==> src/rtl/instruction_fetch_unit_if.sv <==
// Bundles the fetch unit's redirect control, its instruction-memory port and the decoder handshake.
// The master side is the fetch unit; the slave side is its environment.
interface instruction_fetch_unit_if #(
    parameter int WORD_SIZE  = 32,
    parameter int ADDR_WIDTH = 16
);
    logic                  fetch_en;
    logic                  redirect_valid;
    logic [WORD_SIZE-1:0]  redirect_pc;
    logic                  mem_rden;
    logic [ADDR_WIDTH-1:0] mem_address;
    logic [WORD_SIZE-1:0]  mem_q;
    logic                  instr_valid;
    logic                  instr_ready;
    logic [WORD_SIZE-1:0]  instr;
    logic [WORD_SIZE-1:0]  instr_pc;
    logic                  fetch_error;

    modport master (
        input  fetch_en, redirect_valid, redirect_pc, mem_q, instr_ready,
        output mem_rden, mem_address, instr_valid, instr, instr_pc, fetch_error
    );

    modport slave (
        output fetch_en, redirect_valid, redirect_pc, mem_q, instr_ready,
        input  mem_rden, mem_address, instr_valid, instr, instr_pc, fetch_error
    );
endinterface

==> src/rtl/instruction_fetch_unit.sv <==
// Instruction fetch unit: reads a synchronous instruction memory and queues up to two
// {instr, pc} pairs for the decoder. It handles redirects and halts on a misaligned target.
module instruction_fetch_unit #(
    parameter int                   WORD_SIZE  = 32,
    parameter int                   ADDR_WIDTH = 16,
    parameter logic [WORD_SIZE-1:0] RESET_PC   = '0
) (
    input  logic                     clk,
    input  logic                     rst,
    instruction_fetch_unit_if.master bus
);
    typedef enum logic {RUN, HALT} state_t;

    state_t               state, state_nxt;
    logic [WORD_SIZE-1:0] pc_p0;
    logic                 inflight_p1;
    logic [WORD_SIZE-1:0] inflight_pc_p1;
    logic [1:0]           count;
    logic [WORD_SIZE-1:0] head_instr, head_pc, tail_instr, tail_pc;
    logic                 fetch_error_r;

    logic                 valid, pop, push, rden, take_redirect, misaligned;
    logic [2:0]           occupancy;

    assign misaligned = (bus.redirect_pc[1:0] != 2'b00);
    assign valid      = (count != 2'd0) && (state == RUN) && !rst;
    assign pop        = valid && bus.instr_ready;
    assign push       = inflight_p1;
    assign occupancy  = {1'b0, count} + {2'b00, inflight_p1};

    always_comb begin
        state_nxt     = state;
        rden          = 1'b0;
        take_redirect = 1'b0;
        case (state)
            RUN: begin
                if (bus.redirect_valid) begin
                    take_redirect = 1'b1;
                    if (misaligned) state_nxt = HALT;
                end else if (bus.fetch_en && !rst && (occupancy < (3'd2 + {2'b00, pop}))) begin
                    // Occupancy counts the outstanding read, so the queue can never overflow.
                    rden = 1'b1;
                end
            end
            HALT:    state_nxt = HALT;
            default: state_nxt = RUN;
        endcase
    end

    always_ff @(posedge clk) begin
        if (rst) state <= RUN;
        else     state <= state_nxt;
    end

    // Stage p0: issue the read and advance the PC. Stage p1: the returning word enters the queue.
    always_ff @(posedge clk) begin
        if (rst) begin
            pc_p0         <= RESET_PC;
            count         <= 2'd0;
            inflight_p1   <= 1'b0;
            fetch_error_r <= 1'b0;
            head_instr    <= '0;
            head_pc       <= '0;
        end else if (take_redirect) begin
            // The redirect wins over any same-cycle push or pop.
            pc_p0       <= bus.redirect_pc;
            count       <= 2'd0;
            inflight_p1 <= 1'b0;
            if (misaligned) fetch_error_r <= 1'b1;
        end else begin
            inflight_p1 <= rden;
            if (rden) begin
                pc_p0          <= pc_p0 + WORD_SIZE'(4);
                inflight_pc_p1 <= pc_p0;
            end
            case ({push, pop})
                2'b10: begin
                    if (count == 2'd0) begin
                        head_instr <= bus.mem_q;
                        head_pc    <= inflight_pc_p1;
                    end else begin
                        tail_instr <= bus.mem_q;
                        tail_pc    <= inflight_pc_p1;
                    end
                    count <= count + 2'd1;
                end
                2'b01: begin
                    head_instr <= tail_instr;
                    head_pc    <= tail_pc;
                    count      <= count - 2'd1;
                end
                2'b11: begin
                    if (count == 2'd1) begin
                        head_instr <= bus.mem_q;
                        head_pc    <= inflight_pc_p1;
                    end else begin
                        head_instr <= tail_instr;
                        head_pc    <= tail_pc;
                        tail_instr <= bus.mem_q;
                        tail_pc    <= inflight_pc_p1;
                    end
                end
                default: ;
            endcase
        end
    end

    assign bus.mem_rden    = rden;
    assign bus.mem_address = pc_p0[ADDR_WIDTH+1:2];
    assign bus.instr_valid = valid;
    assign bus.instr       = head_instr;
    assign bus.instr_pc    = head_pc;
    assign bus.fetch_error = fetch_error_r;
endmodule

==> src/flat_wrapper.sv <==
// flat-port wrapper written by rule: the top's interface ports become plain ports
module instruction_fetch_unit_flat 
#(
    parameter int                   WORD_SIZE  = 32,
    parameter int                   ADDR_WIDTH = 16,
    parameter logic [WORD_SIZE-1:0] RESET_PC   = '0
)
  (clk, rst, bus_fetch_en, bus_redirect_valid, bus_redirect_pc, bus_mem_q, bus_instr_ready, bus_mem_rden, bus_mem_address, bus_instr_valid, bus_instr, bus_instr_pc, bus_fetch_error);
  instruction_fetch_unit_if #(.WORD_SIZE(WORD_SIZE), .ADDR_WIDTH(ADDR_WIDTH)) bus_i ();
  input  logic clk;
  input  logic rst;
  input wire logic [$bits(bus_i.fetch_en)-1:0] bus_fetch_en;
  input wire logic [$bits(bus_i.redirect_valid)-1:0] bus_redirect_valid;
  input wire logic [$bits(bus_i.redirect_pc)-1:0] bus_redirect_pc;
  input wire logic [$bits(bus_i.mem_q)-1:0] bus_mem_q;
  input wire logic [$bits(bus_i.instr_ready)-1:0] bus_instr_ready;
  output wire logic [$bits(bus_i.mem_rden)-1:0] bus_mem_rden;
  output wire logic [$bits(bus_i.mem_address)-1:0] bus_mem_address;
  output wire logic [$bits(bus_i.instr_valid)-1:0] bus_instr_valid;
  output wire logic [$bits(bus_i.instr)-1:0] bus_instr;
  output wire logic [$bits(bus_i.instr_pc)-1:0] bus_instr_pc;
  output wire logic [$bits(bus_i.fetch_error)-1:0] bus_fetch_error;
  assign bus_i.fetch_en = bus_fetch_en;
  assign bus_i.redirect_valid = bus_redirect_valid;
  assign bus_i.redirect_pc = bus_redirect_pc;
  assign bus_i.mem_q = bus_mem_q;
  assign bus_i.instr_ready = bus_instr_ready;
  assign bus_mem_rden = bus_i.mem_rden;
  assign bus_mem_address = bus_i.mem_address;
  assign bus_instr_valid = bus_i.instr_valid;
  assign bus_instr = bus_i.instr;
  assign bus_instr_pc = bus_i.instr_pc;
  assign bus_fetch_error = bus_i.fetch_error;
  instruction_fetch_unit #(.WORD_SIZE(WORD_SIZE), .ADDR_WIDTH(ADDR_WIDTH), .RESET_PC(RESET_PC)) u_core (.clk(clk), .rst(rst), .bus(bus_i));
endmodule
==> config.mk <==
export PLATFORM = sky130hd
export DESIGN_NAME = instruction_fetch_unit_flat
export DESIGN_NICKNAME = d
export VERILOG_FILES = /design/src/rtl/instruction_fetch_unit_if.sv /design/src/rtl/instruction_fetch_unit.sv /design/src/flat_wrapper.sv
export SDC_FILE = /design/constraint.sdc
export NUM_CORES = 1
export LEC_CHECK = 0
export ABC_CLOCK_PERIOD_IN_PS = 14800
export BUFFER_PORTS_ARGS = -buffer_cell sky130_fd_sc_hd__buf_2
export CAP_MARGIN = 5
export CELL_PAD_IN_SITES_DETAIL_PLACEMENT = 2
export CELL_PAD_IN_SITES_GLOBAL_PLACEMENT = 2
export CORE_MARGIN = 2
export CORE_UTILIZATION = 40
export CTS_BUF_LIST = sky130_fd_sc_hd__clkbuf_2
export DETAILED_ROUTE_END_ITERATION = 8
export PLACE_DENSITY = 0.85
export SLEW_MARGIN = 25
export SYNTH_ARGS = -nofsm -noshare
export SYNTH_HDL_FRONTEND = slang
export SYNTH_SLANG_ARGS = --single-unit
==> constraint.sdc <==
create_clock -name clk -period 14.8 [get_ports clk]
set_clock_uncertainty 0.15 [all_clocks]
set_input_delay 1.48 -clock clk [delete_from_list [all_inputs] [get_ports clk]]
set_output_delay 1.48 -clock clk [all_outputs]
set_load 0.01 [all_outputs]
# Yosys cells after proc, flatten, opt, wreduce, memory -nomap -nowiden
# Index checks and enable logic that the tools add are counted.
# word_totals
regBits	197
inputBits	69
out_inout_bits	83
# classes
add_sub_neg	5
order_cmp	1
n_eq_ne	7
muxes	23
bitwise	3
n_reduce_logical	18
# ops
operator	count
$mux W32	10
$pmux W32 S3	2
$pmux W32 S2	2
$add A32 B3 Y32 const B	1
$reduce_bool A2 Y1	5
$mux W1	7
$reduce_and A3 Y1	2
$logic_and A1 B1 Y1	5
$reduce_and A5 Y1	1
$eq A2 B1 Y1 const B	2
$eq A2 B2 Y1 const B	2
$ne A2 B2 Y1 const B	2
$pmux W2 S2	1
$add A2 B1 Y3	1
$add A2 B1 Y3 const A	1
$lt A3 B3 Y1	1
$not A1 Y1	3
$reduce_bool A3 Y1	1
$add A2 B1 Y2 const B	1
$logic_not A2 Y1	1
$ne A2 B1 Y1 const B	1
$pmux W1 S2	1
$reduce_and A2 Y1	1
$reduce_or A2 Y1	1
2 further kinds	2

# Depth between registers and ports, before layout
# Gate-level depths: netlist of the first run.
# logic_depth
ltp_word	12
depth_mapped	11
mapped_depth_nobuf	9

# Worst setup path after synthesis of the first run
# Ideal clock, no wire load.
# synth_timing
kind	input to register
from	in rst
to	reg u_core.tail_instr[0] (enable)
setup_time_ps	565
t_arrival_ps	6899
t_required_ps	14085
path_slack_ps	7186
cell_stages	7
n_path_buf	1
cell_sequence	buf_6 > nor3_1 > nand2_1 > ha_1 > a22oi_1 > o21ai_0 > nor3_1
# synth_via
elab_chain_cells	6
word_cells_on_any_way	10
cone_classes	4 x eq/ne; 1 x bitwise; 5 x reduce/logical
# synth_rtl
item	line_no	source
start: declaration	flat_wrapper.sv:11	input logic rst;
$logic_not A1 Y1 *	instruction_fetch_unit.sv:26	assign valid = (count != 2'd0) && (state == RUN) && !rst;
$logic_and A1 B1 Y1 *	instruction_fetch_unit.sv:26	
net bus_instr_valid	flat_wrapper.sv:19	output wire logic [$bits(bus_i.instr_valid)-1:0] bus_instr_valid;
$logic_and A1 B1 Y1 *	instruction_fetch_unit.sv:27	assign pop = valid && bus.instr_ready;
$eq A2 B2 Y1	instruction_fetch_unit.sv:76	case ({push, pop})
$ne A2 B2 Y1 (no source line) / $reduce_bool A2 Y1 (equally long branches)	--	
$reduce_and A5 Y1 (no source line) *	--	
end signal: assignment	instruction_fetch_unit.sv:82	tail_instr <= bus.mem_q;
end signal: assignment	instruction_fetch_unit.sv:99	tail_instr <= bus.mem_q;
end: declaration	instruction_fetch_unit.sv:19	logic [WORD_SIZE-1:0] head_instr, head_pc, tail_instr, tail_pc;
# The timed path passes the listed nets; every way through them passes the cells marked *.
# A chain may end at the register's enable or synchronous reset.

# Worst setup path in the final report of the first run
# layout_timing
from	in rst
to	out bus_mem_rden
# layout_via
elab_chain_cells	9
word_cells_on_any_way	10
cone_classes	1 x add/sub; 1 x order compare; 3 x mux; 5 x reduce/logical
# layout_rtl
item	line_no	source
$logic_not A1 Y1 *	instruction_fetch_unit.sv:26, instruction_fetch_unit.sv:40	
$logic_and A1 B1 Y1	instruction_fetch_unit.sv:26	
$logic_and A1 B1 Y1	instruction_fetch_unit.sv:27	
$add A2 B1 Y3	instruction_fetch_unit.sv:40	end else if (bus.fetch_en && !rst && (occupancy < (3'd2 + {2'b00, pop}))) begin
$lt A3 B3 Y1	instruction_fetch_unit.sv:40	
$logic_and A1 B1 Y1 *	instruction_fetch_unit.sv:40	
$mux W1 *	instruction_fetch_unit.sv:40	
$mux W1 *	instruction_fetch_unit.sv:37	if (bus.redirect_valid) begin
$mux W1 *	instruction_fetch_unit.sv:35	case (state)
end: declaration	flat_wrapper.sv:17	output wire logic [$bits(bus_i.mem_rden)-1:0] bus_mem_rden;
# Every way passes the cells marked *; elsewhere a longest branch is shown, timed or not.

==> results of run 1 <==
-- worst paths after layout --
kind,end,from,cells after the start,slack [ns]
max,bus_mem_rden,rst,6,10.32
min,u_core.tail_pc[25],u_core.inflight_pc_p1[25],0,0.33
max reg2reg,u_core.bus.instr[14],u_core.count[0],11,11.14
min reg2reg,u_core.tail_pc[25],u_core.inflight_pc_p1[25],0,0.33
-- stage by stage --
stage	setup slack [ns]	hold WS, ns	utilization (%)	instance area, um2
after floorplan	7.19	0.258	-	7940
after global placement	10.45	0.290	45.2	8800
after detailed placement	10.22	0.287	45.2	8800
after CTS	10.35	0.336	46.5	9050
after global routing	10.14	0.318	46.5	9060
final	10.32	0.331	46.5	9060
-- sequential cells by signal (all words and copies together), names as in the netlist --
register	count
u_core.state	1
u_core.inflight_pc_p1	32
u_core.count	2
u_core.bus.instr	32
u_core.tail_instr	32
u_core.bus.fetch_error	1
u_core.bus.instr_pc	32
u_core.pc_p0	32
u_core.tail_pc	32
u_core.inflight_p1	1
-- kinds of logic (layout without fill, tap and decap cells) --
logic type      Yosys count  in the layout  synth area share, %
compound gates          201            201                 18.3
simple gates            201            201                 12.4
flops                   197            197                 61.8
buf+inv                  82            206                 4.91
fa+ha+maj                 9              9                 1.42
xor+xnor                  8              8                0.882
mux                       3              3                0.378
other cells               0              1                    0
-- worst max-delay path: cells and delay by family --
kind,cells,cell delay [ns]
compound gates,1,0.16
buf+inv,4,0.75
simple gates,1,0.45
-- Yosys cell counts (all sizes together), types with 8 or more instances --
cell type  count  area, um2
nand3         16       85.1
clkbuf        42        158
nor3           9       45.0
dfxtp        101       2020
edfxtp        96       2880
a21oi         14       70.1
inv           12       45.0
nand2         22       82.6
buf           28        188
nand4         15        100
nor2         101        379
a22oi         69        518
o21ai         14       70.1
a311oi         8       70.1
ha             9        113
a211oi        74        556
-- layout make-up --
cell class / instances / area share [%]
flip-flops and latches: 197 / 54.2
multi-input cells: 422 / 29.5
repair buffers: 162 / 9.33
well taps: 265 / 3.66
clock inverters: 15 / 1.87
clock buffers: 17 / 0.939
inverters: 12 / 0.497
diodes: 1 / 0.0276
-- power by group through the flow --
stage / Combinational (uW) / Clock, uW / Sequential [uW]
2_1_floorplan: 61.8 / 0 / 624
3_3_place_gp: 97.2 / 0 / 624
3_5_place_dp: 105 / 0 / 627
4_1_cts: 106 / 286 / 616
5_1_grt: 116 / 309 / 620
6_report: 105 / 277 / 616
-- cell usage in the layout, fill, tap and decap left out, types with 3 or more instances in the layout --
master,n
clkbuf_2,17
nor2_1,101
buf_4,11
inv_6,4
nor3_1,7
a22oi_1,69
and3_1,7
edfxtp_1,96
xor2_1,7
inv_8,3
dfxtp_1,101
buf_2,150
nand3_1,15
o21ai_0,14
a311oi_1,8
a211oi_1,74
nand4_1,14
nand3b_1,3
nand2_1,22
or3_1,6
or4_1,3
ha_1,9
a31oi_1,5
a21oi_1,14
inv_1,11
-- routing by layer --
layer | vias up | share of wire (%)
li1 | 2866 | -
met1 | 3162 | 44
met2 | 164 | 50
met3 | 19 | 4.1
met4 | 0 | 1.2
met5 | - | 0
==> run summary, run 1 <==
status -> finished clean
Max-cap violations -> 0
P_int -> 719 uW
total core area -> 0.0195 mm2
Tcrit/Tclk final -> 30.3%
Clk network pwr share -> 27.7%
Fill cells -> 2008
register share of total power -> 61.8%
Synth async-reset ratio -> 0%
area of the multi-input gates -> 0.00267 mm2
CP Cell Sequence -> buf_4 -> nor4b_1 -> o211ai_1 -> buf_4 -> inv_2 -> buf_2
largest net degree at the start of global routing -> 103
Post-DP HPWL -> 15900 um
PwrDens -> 110 mW/mm2
drc violations -> 0
Final Instance Count excl. Fillers -> 1091
Least-Margin Pin Slew -> 1.01 ns
GR peak layer -> met2
M1 GR Usage -> 29.8%
vias in the first global route -> 6571
net switching power -> 279 uW
max_slew headroom -> 32.2%
final WL -> 23500 um
DRT antenna net count -> 0
met2 Use GR -> 37.5%
Worst Setup Path Type -> in2out
GRT Util Overall -> 22.4%
slowest CP cell -> nor4b_1
Die X -> 145 um
sw frac -> 28.0%
fmax -> 0.223 GHz
final hold vios -> 0
Critical Path Most Common Cell -> buf_4
first-pass GRT wire length -> 37500 um
CP Max Fanout -> 17
CTS tree -> built
Final Max Slew Viols -> 0
initial antenna violation count -> 1
max incr delay on CP -> 0.45 ns
row count -> 51
Synth Cell Area -> 0.00794 mm2
post-synthesis sequential area ratio -> 61.8%
final net count -> 890
Leak -> 0.00337 uW
prevailing post-synth register cell -> dfxtp_1
Tot Pwr -> 997 uW
post-CTS setup buffers -> 0
Final Wtd Congestion -> 0.819
crit path DAT -> 2.85 ns
die height -> 145 um
GR Overflow Total -> 0
Synth Net Count -> 779
routed vias -> 6211
Comb pwr share -> 10.5%
Hold WC Path Type -> reg2reg
post-layout min period -> 4.48 ns
Cell Count Post-Placement -> 1058
WL/cell -> 21.5 um
Yosys reg bits -> 197
share of layout cells above drive strength 1 -> 25.2%
Clock Path Buffers -> 2
Via density -> 5.69
Initial Util -> 40.8%
total number of yosys warnings -> 0
CTS root buf -> clkbuf_2
H-tree Lvls -> 4
Worst-path clk slew -> 0.28 ns
CP Data Required Time -> 13.17 ns
Netlist cell types -> 57
storage element area -> 0.00490 mm2
Worst-Skew Late Latency -> 0.74 ns
cts hold-fix bufs -> 0
IO Count -> 152
# port buffers -> 151
setup TNS after final layout -> 0 ns
PostCTS Resize Cnt -> 0
Final setup viols -> 0
GRT met3 Usage -> 4.34%
EDFF count, synth -> 96
Iter 0 DRT Violations -> 364
unrepaired setup endpoints after global routing -> no
area delta synth->final -> 14.0%
peak supply drop -> 0.0381 mV
Startpoint Class -> primary input
Cells after Synth -> 701
drt first pass iters -> 4
die area -> 0.0210 mm2
clock sink count -> 197
mean area per synthesized cell -> 11.3 um2
TritonCTS buffer count -> 17
crit end category -> output pin
Note: power is estimated with default switching activity, not from simulation.
==> inputs of run 2 (changes only) <==
--- a/config.mk
+++ b/config.mk
@@ -5,16 +5,17 @@
 export SDC_FILE = /design/constraint.sdc
 export NUM_CORES = 1
 export LEC_CHECK = 0
-export ABC_CLOCK_PERIOD_IN_PS = 14800
+export ABC_AREA = 1
+export ABC_CLOCK_PERIOD_IN_PS = 3800
 export BUFFER_PORTS_ARGS = -buffer_cell sky130_fd_sc_hd__buf_2
 export CAP_MARGIN = 5
 export CELL_PAD_IN_SITES_DETAIL_PLACEMENT = 2
 export CELL_PAD_IN_SITES_GLOBAL_PLACEMENT = 2
 export CORE_MARGIN = 2
-export CORE_UTILIZATION = 40
+export CORE_UTILIZATION = 32
 export CTS_BUF_LIST = sky130_fd_sc_hd__clkbuf_2
 export DETAILED_ROUTE_END_ITERATION = 8
-export PLACE_DENSITY = 0.85
+export PLACE_DENSITY = 0.77
 export SLEW_MARGIN = 25
 export SYNTH_ARGS = -nofsm -noshare
 export SYNTH_HDL_FRONTEND = slang
==> constraint.sdc (replaced) <==
create_clock -name clk -period 3.8 [get_ports clk]
set_clock_uncertainty 0.15 [all_clocks]
set_input_delay 0.38 -clock clk [delete_from_list [all_inputs] [get_ports clk]]
set_output_delay 0.38 -clock clk [all_outputs]
set_load 0.01 [all_outputs]
==> run 2 against run 1 <==
Final area grew 21%. Non-clock buffer count grew 77. Register-to-register slack lost 10 ns. Flip-flop and latch count is the same. Clock power grew to 3.6 times the previous value. Wire length grew 22%. Clock-buffer cell count grew 1. Combinational power grew to 4.6 times the previous value. Critical path depth is the same. Power grew to 3.9 times the previous value. Cell count grew 45%. Core utilization shrank 7.0 points.
==> run summary, run 2 <==
total number of yosys warnings -> 0
total core area -> 0.0276 mm2
H-tree Lvls -> 4
initial antenna violation count -> 2
P_int -> 2710 uW
R2R depth -> 11
vias in the first global route -> 8395
most common cell after layout, fill and taps aside -> buf_2
sw frac -> 29.9%
Fill cells -> 3129
CTS tree -> built
Final Wtd Congestion -> 0.767
Clk network pwr share -> 25.7%
area delta synth->final -> 22.2%
GRT Util Overall -> 20.0%
status -> finished clean
commonest cells after routing, fill and taps aside -> 151 x buf_2, 149 x o21ai_0, 130 x nand2_1
final WL -> 28700 um
Least-Margin Pin Slew -> 0.664 ns
final net count -> 1268
Post-DP HPWL -> 19000 um
drt first pass iters -> 4
setup TNS after final layout -> 0 ns
post-layout min period -> 2.94 ns
prevailing post-synth register cell -> dfxtp_1
Startpoint Class -> register
row count -> 61
Hold Path Depth -> 5
clock sink count -> 197
Yosys reg bits -> 197
cts hold-fix bufs -> 71
PwrDens -> 353 mW/mm2
PostCTS Resize Cnt -> 0
CP Max Fanout -> 10
crit end category -> output pin
Worst-Skew Late Latency -> 0.79 ns
Max-cap violations -> 0
Netlist cell types -> 36
list of most frequent post-synthesis cells -> 149 x o21ai_0, 130 x nand2_1, 111 x inv_1
Iter 0 DRT Violations -> 343
Yosys top cell area share -> 32.2%
Worst Setup Path Type -> reg2out
Cells after Synth -> 1004
Clock Path Buffers -> 2
final hold vios -> 0
DRT antenna net count -> 0
crit path DAT -> 2.41 ns
WHS -> 0.111 ns
Initial Util -> 32.4%
fmax -> 0.340 GHz
Comb pwr share -> 12.5%
WL/cell -> 18.1 um
Tcrit/Tclk final -> 77.3%
# port buffers -> 151
Die X -> 171 um
IO Count -> 152
GR Overflow Total -> 0
largest net degree at the start of global routing -> 67
TritonCTS buffer count -> 17
storage element area -> 0.00490 mm2
Hold WC Path Type -> in2reg
area of the multi-input gates -> 0.00327 mm2
Final setup viols -> 0
Synth Cell Area -> 0.00895 mm2
CTS root buf -> clkbuf_2
EDFF count, synth -> 96
mean area per synthesized cell -> 8.91 um2
post-synthesis sequential area ratio -> 54.8%
CP Data Required Time -> 3.27 ns
unrepaired setup endpoints after global routing -> no
Worst-path clk slew -> 0.26 ns
register share of total power -> 61.8%
max_slew headroom -> 55.7%
top-count cell post-synth -> o21ai_0
first-pass GRT wire length -> 45900 um
Via density -> 4.89
routed vias -> 7739
Final Max Slew Viols -> 0
Synth area leader -> edfxtp_1
Synth async-reset ratio -> 0%
net switching power -> 1150 uW
die height -> 171 um
drc violations -> 0
post-CTS setup buffers -> 0
Leak -> 0.00454 uW
share of layout cells above drive strength 1 -> 19.6%
top cells by area, synth -> edfxtp_1 32%, dfxtp_1 23%, o21ai_0 8.3%
peak supply drop -> 0.213 mV
die area -> 0.0293 mm2
Synth Net Count -> 1082
==> run 2: cells by family after synthesis <==
logic type | count (synthesis) | synth area share, %
simple gates | 278 | 14.0
buf+inv | 189 | 9.05
xor+xnor | 8 | 0.783
fa+ha+maj | 9 | 1.26
flops | 197 | 54.8
compound gates | 322 | 20.0
mux | 1 | 0.112
==> run 2: power groups by stage <==
| stage | clock network, uW | registers (uW) | logic, uW |
|---|---|---|---|
| 6_report | 991 | 2390 | 484 |
| 2_1_floorplan | 0 | 2410 | 252 |
| 5_1_grt | 1110 | 2400 | 544 |
| 4_1_cts | 1030 | 2390 | 489 |
| 3_3_place_gp | 0 | 2430 | 413 |
| 3_5_place_dp | 0 | 2430 | 429 |
==> run 2: cell type report <==
class                      count  share of cell area, %
antenna                        1                 0.0229
clock buffer                  18                  0.824
clock inverter                14                   1.05
timing repair buffer         239                   15.0
tap                          378                   4.32
multi-input combinational    618                   29.9
sequential                   197                   44.9
inverter                     117                   4.03
==> run 2: worst paths after layout <==
kind | startpoint | endpoint | slack, ns
min reg2reg | u_core.inflight_pc_p1[19] | u_core.tail_pc[19] | 0.32
max reg2reg | u_core.count[0] | u_core.tail_pc[23] | 1.04
max | u_core.inflight_p1 | bus_mem_rden | 0.86
min | bus_instr_ready | u_core.count[1] | 0.11
==> run 2: worst max-delay path, stage by stage, from the launching register on <==
cell,delay (ns)
dfxtp_1,0.42
ha_1,0.20
ha_1,0.19
nor3_2,0.22
nand2_2,0.24
inv_1,0.23
buf_2,0.17
==> run 2: metrics by stage <==
stage | util [%] | setup WS (ns) | area (um2) | total power (uW) | cells
2_1_floorplan | - | 0.589 | 8960 | 2670 | 1004
3_3_place_gp | 36.3 | 0.821 | 10000 | 2840 | 1478
3_5_place_dp | 36.3 | 0.705 | 10000 | 2860 | 1478
4_1_cts | 39.6 | 0.776 | 10900 | 3910 | 1581
5_1_grt | 39.6 | 0.704 | 10900 | 4060 | 1582
6_report | 39.6 | 0.863 | 10900 | 3860 | 1582
==> run 2: per-layer routing <==
| metal | GRT usage (%) | wire [um] | vias to the layer above |
|---|---|---|---|
| met5 | 0 | 13 | - |
| met4 | 5.45 | 482 | 2 |
| met3 | 2.69 | 786 | 29 |
| met2 | 34.8 | 13900 | 140 |
| met1 | 26.1 | 13400 | 3857 |
| li1 | - | - | 3711 |
==> inputs of run 3 (changes only) <==
--- a/config.mk
+++ b/config.mk
@@ -5,17 +5,17 @@
 export SDC_FILE = /design/constraint.sdc
 export NUM_CORES = 1
 export LEC_CHECK = 0
-export ABC_AREA = 1
-export ABC_CLOCK_PERIOD_IN_PS = 3800
+export ABC_AREA = 0
+export ABC_CLOCK_PERIOD_IN_PS = 2400
 export BUFFER_PORTS_ARGS = -buffer_cell sky130_fd_sc_hd__buf_2
 export CAP_MARGIN = 5
 export CELL_PAD_IN_SITES_DETAIL_PLACEMENT = 2
 export CELL_PAD_IN_SITES_GLOBAL_PLACEMENT = 2
 export CORE_MARGIN = 2
-export CORE_UTILIZATION = 32
+export CORE_UTILIZATION = 33
 export CTS_BUF_LIST = sky130_fd_sc_hd__clkbuf_2
 export DETAILED_ROUTE_END_ITERATION = 8
-export PLACE_DENSITY = 0.77
+export PLACE_DENSITY = 0.75
 export SLEW_MARGIN = 25
 export SYNTH_ARGS = -nofsm -noshare
 export SYNTH_HDL_FRONTEND = slang
==> constraint.sdc (replaced) <==
create_clock -name clk -period 2.4 [get_ports clk]
set_clock_uncertainty 0.15 [all_clocks]
set_input_delay 0.24 -clock clk [delete_from_list [all_inputs] [get_ports clk]]
set_output_delay 0.24 -clock clk [all_outputs]
set_load 0.01 [all_outputs]
==> run 3 against run 2 <==
The run now ends with negative setup slack left. Core utilization rose by 16 points. Final area is 20% higher. Sequential share of layout area is 7.5 points lower. Critical endpoint is now u_core.tail_instr[12]. Power is 86% higher. Largest cell class unchanged.
==> run summary, run 3 (synthesis gave the netlist of run 1 again) <==
status -> finished, violations left
failing checks -> negative setup slack
Die X -> 159 um
drt first pass iters -> 5
R2R Setup Slk -> -0.70 ns
unrepaired setup endpoints after global routing -> yes
sw frac -> 34.2%
CP Max Fanout -> 7
P_int -> 4720 uW
crit end category -> register
Worst-path clk slew -> 0.36 ns
die area -> 0.0253 mm2
drc violations -> 0
R2R Path Start -> u_core.count[0]
die height -> 159 um
commonest cells after routing, fill and taps aside -> 148 x buf_2, 107 x dlygate4sd3_1, 97 x dfxtp_1
Initial Util -> 33.7%
PwrDens -> 546 mW/mm2
PnR worst setup slack -> -0.696 ns
min-delay src -> rst
Max-cap violations -> 0
CP delay by family, top -> buffers and inverters
DRT antenna net count -> 0
max_slew headroom -> 20.4%
total core area -> 0.0235 mm2
H-tree Lvls -> 4
final WL -> 51700 um
R2R depth -> 13
Via density -> 6.22
GRT Util Overall -> 28.6%
Tcrit/Tclk final -> 129%
Clock Path Buffers -> 2
fin area -> 0.0131 mm2
Leak -> 0.00493 uW
Hold WC Path Type -> in2reg
routed vias -> 8565
max incr delay on CP -> 0.46 ns
Comb pwr share -> 20.0%
count of buffer and inverter cells on the critical path -> 6
# port buffers -> 151
Worst-Skew Late Latency -> 0.86 ns
CTS root buf -> clkbuf_2
vias in the first global route -> 8321
WL/cell -> 37.6 um
initial antenna violation count -> 1
GR Overflow Total -> 0
Final Wtd Congestion -> 0.801
Final setup viols -> 190
crit path DAT -> 3.56 ns
row count -> 56
clock sink count -> 197
reg2reg end -> u_core.tail_instr[12]
net switching power -> 2460 uW
first-pass GRT wire length -> 54700 um
Worst Setup Path Type -> reg2reg
final core occ -> 55.8%
Final Instance Count excl. Fillers -> 1376
CP Data Required Time -> 2.87 ns
CP Cell Sequence -> buf_6 -> inv_4 -> ha_4 -> buf_4 -> nor3_4 -> nand2_4 -> ha_4 -> a22oi_2 -> o21ai_2 -> nor3_4 -> buf_6 -> clkbuf_16 -> clkbuf_16
most common cell after layout, fill and taps aside -> buf_2
area delta synth->final -> 65.5%
slowest CP cell -> dfxtp_4
Area after DPL -> 0.00943 mm2
Hold Path Depth -> 3
Iter 0 DRT Violations -> 930
Final Max Slew Viols -> 0
CTS tree -> built
final net count -> 1121
post-layout min period -> 3.10 ns
Clk network pwr share -> 26.3%
largest net degree at the start of global routing -> 98
Post-DP HPWL -> 17500 um
Startpoint Class -> register
Cell Count Post-Placement -> 1154
peak supply drop -> 0.242 mV
TritonCTS buffer count -> 17
IO Count -> 152
Least-Margin Pin Slew -> 1.19 ns
register share of total power -> 53.7%
fmax -> 0.323 GHz
final hold vios -> 0
share of layout cells above drive strength 1 -> 48.5%
Worst Hold Path EP -> u_core.count[1]
run 3: cell types whose count changed in the layout (fill, tap and decap cells not counted), moves of 36 or more:
cell,previous run,this run
a211oi_2,0,67
o21ai_0,149,12
dlygate4sd3_1,71,107
nand2_1,130,21
a21oi_1,95,14
o21a_1,64,0
inv_1,110,6
a22oi_2,0,67
run 3: tightest hold or removal path, delay by kind of cell:
family          cells  cell delay (ns)
compound gates      1             0.08
buf+inv             2             0.75
run 3: metrics by stage:
stage	setup TNS (ns)	total power [uW]	hold slack (ns)	worst slack, ns
5_1_grt	-80.71	7300	0.0350	-0.652
3_5_place_dp	-10.75	4610	0.286	-0.203
3_3_place_gp	-0.0446	4550	0.284	-0.0308
2_1_floorplan	-70.42	4240	0.189	-1.10
6_report	-81.31	7180	0.0530	-0.696
4_1_cts	-30.37	6520	0.00376	-0.321
run 3: metal layers:
layer | share of wire, % | GRT usage, %
met2 | 50 | 52.1
met3 | 6.7 | 5.16
met5 | 0 | 0
met1 | 37 | 33.0
met4 | 6.5 | 11.7
run 3: cell type report:
cell class | count | area [um2]
Clock buffer | 19 | 95.1
Multi-Input combinational cell | 422 | 3600
Timing Repair Buffer | 393 | 3960
Clock inverter | 13 | 121
Sequential cell | 197 | 4910
Fill cell | 2238 | 10400
Antenna cell | 1 | 2.50
Inverter | 12 | 53.8
Tap cell | 319 | 399
run 3: worst max path at each step:
stage | cells after the start | startpoint | slack (ns) | endpoint
after floorplan | 8 | u_core.count[0] | -1.10 | u_core.tail_instr[0]
after global placement | 7 | u_core.count[0] | -0.03 | u_core.pc_p0[17]
after detailed placement | 10 | u_core.count[1] | -0.20 | u_core.bus.instr[7]
after CTS | 8 | u_core.count[0] | -0.32 | bus_mem_rden
after global routing | 13 | u_core.count[0] | -0.65 | u_core.tail_instr[17]
final | 13 | u_core.count[0] | -0.70 | u_core.tail_instr[12]
run 3: what timing repair did:
item,in CTS,in global routing
hold endpoints to repair,104,2
buffers inserted,27,27
gates cloned,22,13
pin swaps,67,110
hold buffers,105,2
setup endpoints to repair,148,177
gates resized for setup,128,135
run 3: power by group through the flow:
stage               registers [uW]  logic (uW)  clock network (uW)
floorplan                     3850         390                   0
global placement              3840         711                   0
detailed placement            3850         756                   0
CTS                           3790        1090                1640
global route                  3860        1470                1970
finish                        3860        1430                1890
